**src/rtl/line_bridge_types.sv**
```systemverilog
// rtl/line_bridge_types.sv - shared state enum, line type and offset constants for cpu_line_bridge
package line_bridge_types;

  localparam int LINE_WORDS_DEF = 8;
  localparam int WORD_SEL_BITS  = $clog2(LINE_WORDS_DEF);
  localparam int OFFSET_BITS    = WORD_SEL_BITS + 2;

  typedef logic [32*LINE_WORDS_DEF-1:0] line_t;

  typedef enum logic [2:0] {
    IDLE,
    FETCH,
    MERGE,
    WRITEBACK,
    RESP
  } state_t;

endpackage

```
**src/rtl/line_word_merge.sv**
```systemverilog
// rtl/line_word_merge.sv - combinational byte-lane merge of a 32-bit word into one word of a line
module line_word_merge #(
  parameter int LINE_WORDS = 8
) (
  input  logic [32*LINE_WORDS-1:0]       line_in,
  input  logic [$clog2(LINE_WORDS)-1:0]  word_sel,
  input  logic [31:0]                    wdata,
  input  logic [3:0]                     byte_en,
  output logic [32*LINE_WORDS-1:0]       line_out
);

  always_comb begin
    line_out = line_in;
    for (int i = 0; i < 4; i++) begin
      if (byte_en[i]) begin
        line_out[{word_sel, 2'(i), 3'b000} +: 8] = wdata[8*i +: 8];
      end
    end
  end

endmodule

```
**src/rtl/cpu_line_bridge.sv**
```systemverilog
// rtl/cpu_line_bridge.sv - 32-bit CPU word port to line-granular memory bridge (read / RMW write)
// Optional line-buffer hit path: CPU_LINE_BRIDGE_BUFFER_EN
module cpu_line_bridge
  import line_bridge_types::*;
#(
  parameter int LINE_WORDS = 8
) (
  input  logic                    clk,
  input  logic                    rst,
  input  logic                    mem_read,
  input  logic                    mem_write,
  input  logic [31:0]             mem_address,
  input  logic [31:0]             mem_wdata,
  input  logic [3:0]              mem_byte_enable,
  output logic [31:0]             mem_rdata,
  output logic                    mem_resp,
  output logic [31:0]             pmem_address,
  input  logic [32*LINE_WORDS-1:0] pmem_rdata,
  output logic [32*LINE_WORDS-1:0] pmem_wdata,
  output logic                    pmem_read,
  output logic                    pmem_write,
  input  logic                    pmem_resp
);

  localparam int WSEL = $clog2(LINE_WORDS);
  localparam int OFF  = WSEL + 2;
  localparam int LW   = 32 * LINE_WORDS;

  state_t            state_q, state_d;
  logic              op_write_q, op_write_d;
  logic [31:2]       addr_q, addr_d;
  logic [31:0]       wdata_q, wdata_d;
  logic [3:0]        be_q, be_d;
  logic [LW-1:0]     buf_q, buf_d;
  logic [31:0]       mem_rdata_q, mem_rdata_d;
  logic              mem_resp_q, mem_resp_d;
  logic [31:0]       pmem_address_q, pmem_address_d;
  logic              pmem_read_q, pmem_read_d;
  logic              pmem_write_q, pmem_write_d;
  logic [LW-1:0]     merged_line;
  logic [WSEL-1:0]   rsel;
  logic              unused_addr_bits;

  assign unused_addr_bits = ^mem_address[1:0];

`ifdef CPU_LINE_BRIDGE_BUFFER_EN
  logic              valid_q, valid_d;
  logic [31:OFF]     tag_q, tag_d;
  logic              hit;

  assign hit = valid_q && (tag_q == mem_address[31:OFF]);
`endif

  line_word_merge #(.LINE_WORDS(LINE_WORDS)) u_merge (
    .line_in  (buf_q),
    .word_sel (addr_q[OFF-1:2]),
    .wdata    (wdata_q),
    .byte_en  (be_q),
    .line_out (merged_line)
  );

  always_comb begin
    state_d        = state_q;
    op_write_d     = op_write_q;
    addr_d         = addr_q;
    wdata_d        = wdata_q;
    be_d           = be_q;
    buf_d          = buf_q;
    mem_rdata_d    = mem_rdata_q;
    pmem_address_d = pmem_address_q;
    rsel           = '0;
`ifdef CPU_LINE_BRIDGE_BUFFER_EN
    valid_d        = valid_q;
    tag_d          = tag_q;
`endif

    unique case (state_q)
      IDLE: begin
        if (mem_write || mem_read) begin
          op_write_d     = mem_write;
          addr_d         = mem_address[31:2];
          wdata_d        = mem_wdata;
          be_d           = mem_byte_enable;
          pmem_address_d = {mem_address[31:OFF], {OFF{1'b0}}};
          state_d        = FETCH;
`ifdef CPU_LINE_BRIDGE_BUFFER_EN
          if (hit) state_d = mem_write ? MERGE : RESP;
`endif
        end
      end
      FETCH: begin
        if (pmem_resp) begin
          buf_d   = pmem_rdata;
          state_d = op_write_q ? MERGE : RESP;
`ifdef CPU_LINE_BRIDGE_BUFFER_EN
          valid_d = 1'b1;
          tag_d   = addr_q[31:OFF];
`endif
        end
      end
      MERGE: begin
        buf_d   = merged_line;
        state_d = WRITEBACK;
      end
      WRITEBACK: begin
        if (pmem_resp) state_d = RESP;
      end
      RESP: begin
        state_d = IDLE;
      end
      default: state_d = IDLE;
    endcase

    // Outputs are registered from the next state so they are glitch-free and stable while waiting.
    pmem_read_d  = (state_d == FETCH);
    pmem_write_d = (state_d == WRITEBACK);
    mem_resp_d   = (state_d == RESP);
    if (state_d == RESP) begin
      rsel        = addr_d[OFF-1:2];
      mem_rdata_d = buf_d[{rsel, 5'b00000} +: 32];
    end
  end

  always_ff @(posedge clk) begin
    if (!rst) begin
      state_q        <= IDLE;
      op_write_q     <= 1'b0;
      addr_q         <= '0;
      wdata_q        <= '0;
      be_q           <= '0;
      buf_q          <= '0;
      mem_rdata_q    <= '0;
      mem_resp_q     <= 1'b0;
      pmem_address_q <= '0;
      pmem_read_q    <= 1'b0;
      pmem_write_q   <= 1'b0;
`ifdef CPU_LINE_BRIDGE_BUFFER_EN
      valid_q        <= 1'b0;
      tag_q          <= '0;
`endif
    end else begin
      state_q        <= state_d;
      op_write_q     <= op_write_d;
      addr_q         <= addr_d;
      wdata_q        <= wdata_d;
      be_q           <= be_d;
      buf_q          <= buf_d;
      mem_rdata_q    <= mem_rdata_d;
      mem_resp_q     <= mem_resp_d;
      pmem_address_q <= pmem_address_d;
      pmem_read_q    <= pmem_read_d;
      pmem_write_q   <= pmem_write_d;
`ifdef CPU_LINE_BRIDGE_BUFFER_EN
      valid_q        <= valid_d;
      tag_q          <= tag_d;
`endif
    end
  end

  assign mem_rdata    = mem_rdata_q;
  assign mem_resp     = mem_resp_q;
  assign pmem_address = pmem_address_q;
  assign pmem_wdata   = buf_q;
  assign pmem_read    = pmem_read_q;
  assign pmem_write   = pmem_write_q;

endmodule

```
**config.mk**
```make
export PLATFORM = sky130hd
export DESIGN_NAME = cpu_line_bridge
export DESIGN_NICKNAME = d
export VERILOG_FILES = /design/src/rtl/line_bridge_types.sv /design/src/rtl/line_word_merge.sv /design/src/rtl/cpu_line_bridge.sv
export SDC_FILE = /design/constraint.sdc
export NUM_CORES = 1
export LEC_CHECK = 0
export ABC_AREA = 1
export CAP_MARGIN = 10
export CORE_AREA = 2 2 255 257
export CTS_CLUSTER_SIZE = 20
export DETAILED_ROUTE_END_ITERATION = 8
export DIE_AREA = 0 0 257 259
export HOLD_SLACK_MARGIN = 0.12
export SETUP_SLACK_MARGIN = 0.2
export SLEW_MARGIN = 15
export SYNTH_ARGS = -nofsm -noshare
export SYNTH_HDL_FRONTEND = slang
export SYNTH_SLANG_ARGS = --single-unit
```
**constraint.sdc**
```tcl
create_clock -name clk -period 6.14 [get_ports clk]
set_clock_uncertainty 0.15 [all_clocks]
set_input_delay 0.921 -clock clk [delete_from_list [all_inputs] [get_ports clk]]
set_output_delay 0.921 -clock clk [all_outputs]
set_load 0.01 [all_outputs]
```
==> results.py <==
metrics = {
    "status": {
        "outcome": "complete, no violations",
    },
    "timing": {
        "rsz0062_at_grt": "false",
        "worst_slew_pin_slew_ns": 1.09,
        "drv_slew": 0,
        "fin_crit_sh_pct": 61.3,
        "final_hold_viol_count": 0,
        "final.setup.tns_ns": 0,
        "finalWorstSetupSlack_ns": 2.38,
        "slew_headroom_pct": 26.8,
        "period_needed_ns": 3.76,
        "setup_violations": 0,
        "max_freq_mhz": 266,
    },
    "detailed_routing": {
        "drc": 0,
        "wl_per_cell_um": 23.1,
        "drt-initial-drc-count": 3385,
        "wl_um": 123000,
        "firstDrtPassIters": 5,
        "viasPerCell": 5.55,
        "vias": 29547,
        "antenna_left": 0,
    },
    "placed_design": {
        "gp_congestion": 0.961,
        "preCtsSetupSlack_ns": 2.29,
        "io_buffers": 644,
        "placed_area_um2": 30300,
        "dp_hpwl_um": 89600,
    },
    "synth": {
        "netlist_instances": 4004,
        "synthTopCellsByCount": "nand2_1 (1099), nand3_1 (572), o21ai_0 (491)",
        "ys_seq_area_share_pct": 30.2,
        "synth_edf_count": 0,
        "synth.top_cell.area_share_pct": 30.2,
        "async_flop_share_pct": 0,
        "ys_ff_latch": 361,
        "synth_area_um2": 23900,
        "syn_area_per_cell_um2": 5.97,
        "ys.flop_type": "dfxtp_1",
        "synth.most_common_cell": "nand2_1",
        "synth_cell_type_count": 33,
        "yosysTopAreaCell": "dfxtp_1",
        "synthTopCellsByArea": "dfxtp_1 (30%), nand2_1 (17%), nand3_1 (12%)",
        "yosysWarnings": 0,
    },
    "critical_path": {
        "cpMaxStageDelayCell": "nor2_1",
        "crit_required_ns": 6.52,
        "cpPeakStageDelay_ns": 0.68,
        "cp-end-kind": "register",
        "cp.arrival_ns": 4.14,
        "cp_max_fo": 13,
        "worst-setup-path-type": "reg -> reg",
        "startpoint_type": "register",
        "crit_chain": "inv_2 > ha_1 > inv_1 > nor2_1 > nand3_2 > nand2_1 > nand3_1 > nand2_1 > nand2_1 > nand3_1 > nand3_1 > nand3_1 > nand2_1 > inv_1",
    },
    "clock_tree": {
        "clkTransAtPathRegs_ns": 0.06,
        "cts_resized": 0,
        "tritoncts": "done",
        "cts_setup_buffers": 0,
        "clkLatencyLatePin_ns": 0.60,
        "clock_sinks": 361,
        "ctsHtreeMaxLevel": 2,
        "cts_buffer_depth": 3,
        "cts-root-buf": "clkbuf_16",
        "cts_hold_buf": 0,
        "numCtsBuffers": 45,
    },
    "global_routing": {
        "use_met2_pct": 56.7,
        "grt_util_met3_pct": 6.08,
        "grt_pass1_vias": 26872,
        "grt.total_usage_pct": 35.2,
        "grt.busiest_layer": "met2",
        "grt_antenna_before_repair": 10,
        "grt_max_degree": 151,
        "gr-total-overflow": 0,
        "met1_usage_pct": 43.6,
        "grt_pass1_wl_um": 177000,
    },
    "job": {
        "maxCapViolations": 0,
    },
    "floorplan": {
        "coreArea_um2": 63900,
        "fp.dieW_um": 257,
        "io_pins": 652,
        "rows": 93,
        "die_y_um": 259,
        "dieArea_um2": 66600,
        "initial_core_util_pct": 37.4,
    },
    "cells_and_area": {
        "final_nets": 4774,
        "design_area_um2": 31900,
        "area_growth_pct": 33.3,
        "drive_gt1_share_pct": 3.65,
    },
    "hold_path": {
        "min_path_type": "reg -> reg",
    },
    "power": {
        "peakVddDrop_v": 0.000169,
        "power_density_nw_per_um2": 251,
        "p_leak_nw": 12.4,
    },
}
==> layout make-up <==
cell class / instances / area, um2
Fill cell: 6625 / 32000
Inverter: 493 / 1870
Antenna cell: 5 / 12.5
Tap cell: 855 / 1070
Timing Repair Buffer: 694 / 6870
Multi-Input combinational cell: 2843 / 13300
Clock inverter: 17 / 268
Clock buffer: 60 / 1290
Sequential cell: 361 / 7230
==> path summary, 6_finish.rpt <==
kind,to,startpoint,slack [ns],cells after the start
max,mem_rdata[7]$_SDFFE_PN0P_,addr_q[4]$_SDFF_PN0_,2.38,14
min,addr_q[5]$_SDFFE_PN0P_,addr_q[5]$_SDFFE_PN0P_,0.31,2
max reg2reg,mem_rdata[7]$_SDFFE_PN0P_,addr_q[4]$_SDFF_PN0_,2.38,14
min reg2reg,addr_q[5]$_SDFFE_PN0P_,addr_q[5]$_SDFFE_PN0P_,0.31,2
==> worst max-delay path, delay by kind of cell, from the launching register on <==
family	cells	cell delay (ns)
AND/OR/NAND/NOR	10	1.80
buffers and inverters	3	0.61
flip-flops	1	0.56
adder cells (fa/ha/maj)	1	0.54
==> cells in the final DEF, fill, tap and decap left out, drive strengths merged, types with 12 or more instances in the layout <==
cell / n
a21oi: 354
a31oi: 36
inv: 489
clkdlybuf4s50: 642
o211ai: 49
buf: 52
nand3: 577
o21ai: 550
dfxtp: 361
nor2: 63
o22ai: 12
clkinv: 14
nand4: 81
nand2: 1104
clkbuf: 60
==> power by group <==
part | switching (W) | leakage, nW | total, W | internal (W)
clock network | 0.00115 | 0.775 | 0.00291 | 0.00176
logic | 0.00159 | 8.72 | 0.00242 | 0.000828
registers | 0.000182 | 2.95 | 0.00268 | 0.00249
==> kinds of logic (layout without fill, tap and decap cells) <==
group	Yosys count	count (layout)	synth area share, %
other	1	10	0.0157
buffers and inverters	804	1264	14.6
DFF	361	361	30.2
and+or+nand+nor	1829	1829	33.0
adders and majority gates	7	7	0.366
AOI/OAI and AO/OA	1002	1002	21.8
==> through the flow <==
step	power (W)	cells	utilization (%)	hold WS, ns
final	0.00801	5328	49.9	0.313
after global routing	0.00828	5327	49.9	0.330
after CTS	0.00798	5323	49.9	0.315
after detailed placement	0.00508	5246	47.4	0.305
after global placement	0.00508	5246	47.4	0.302
after floorplan	0.00397	4008	-	0.296
==> registers in the layout (all words and copies together), names as in the netlist <==
name / flops
mem_rdata: 32
be_q: 4
mem_resp: 1
wdata_q: 32
op_write_q: 1
pmem_write: 1
pmem_wdata: 256
pmem_read: 1
state_q: 3
addr_q: 30
==> routing by layer <==
metal  routed length [um]  vias up  part of all wire, %
met3                11200      342                  9.1
met4                 8810        8                  7.2
met2                55500     1589                   45
li1                     -    14072                    -
met5                   51        -                0.042
met1                47300    13536                   39
Note: power is estimated with default switching activity, not from simulation.
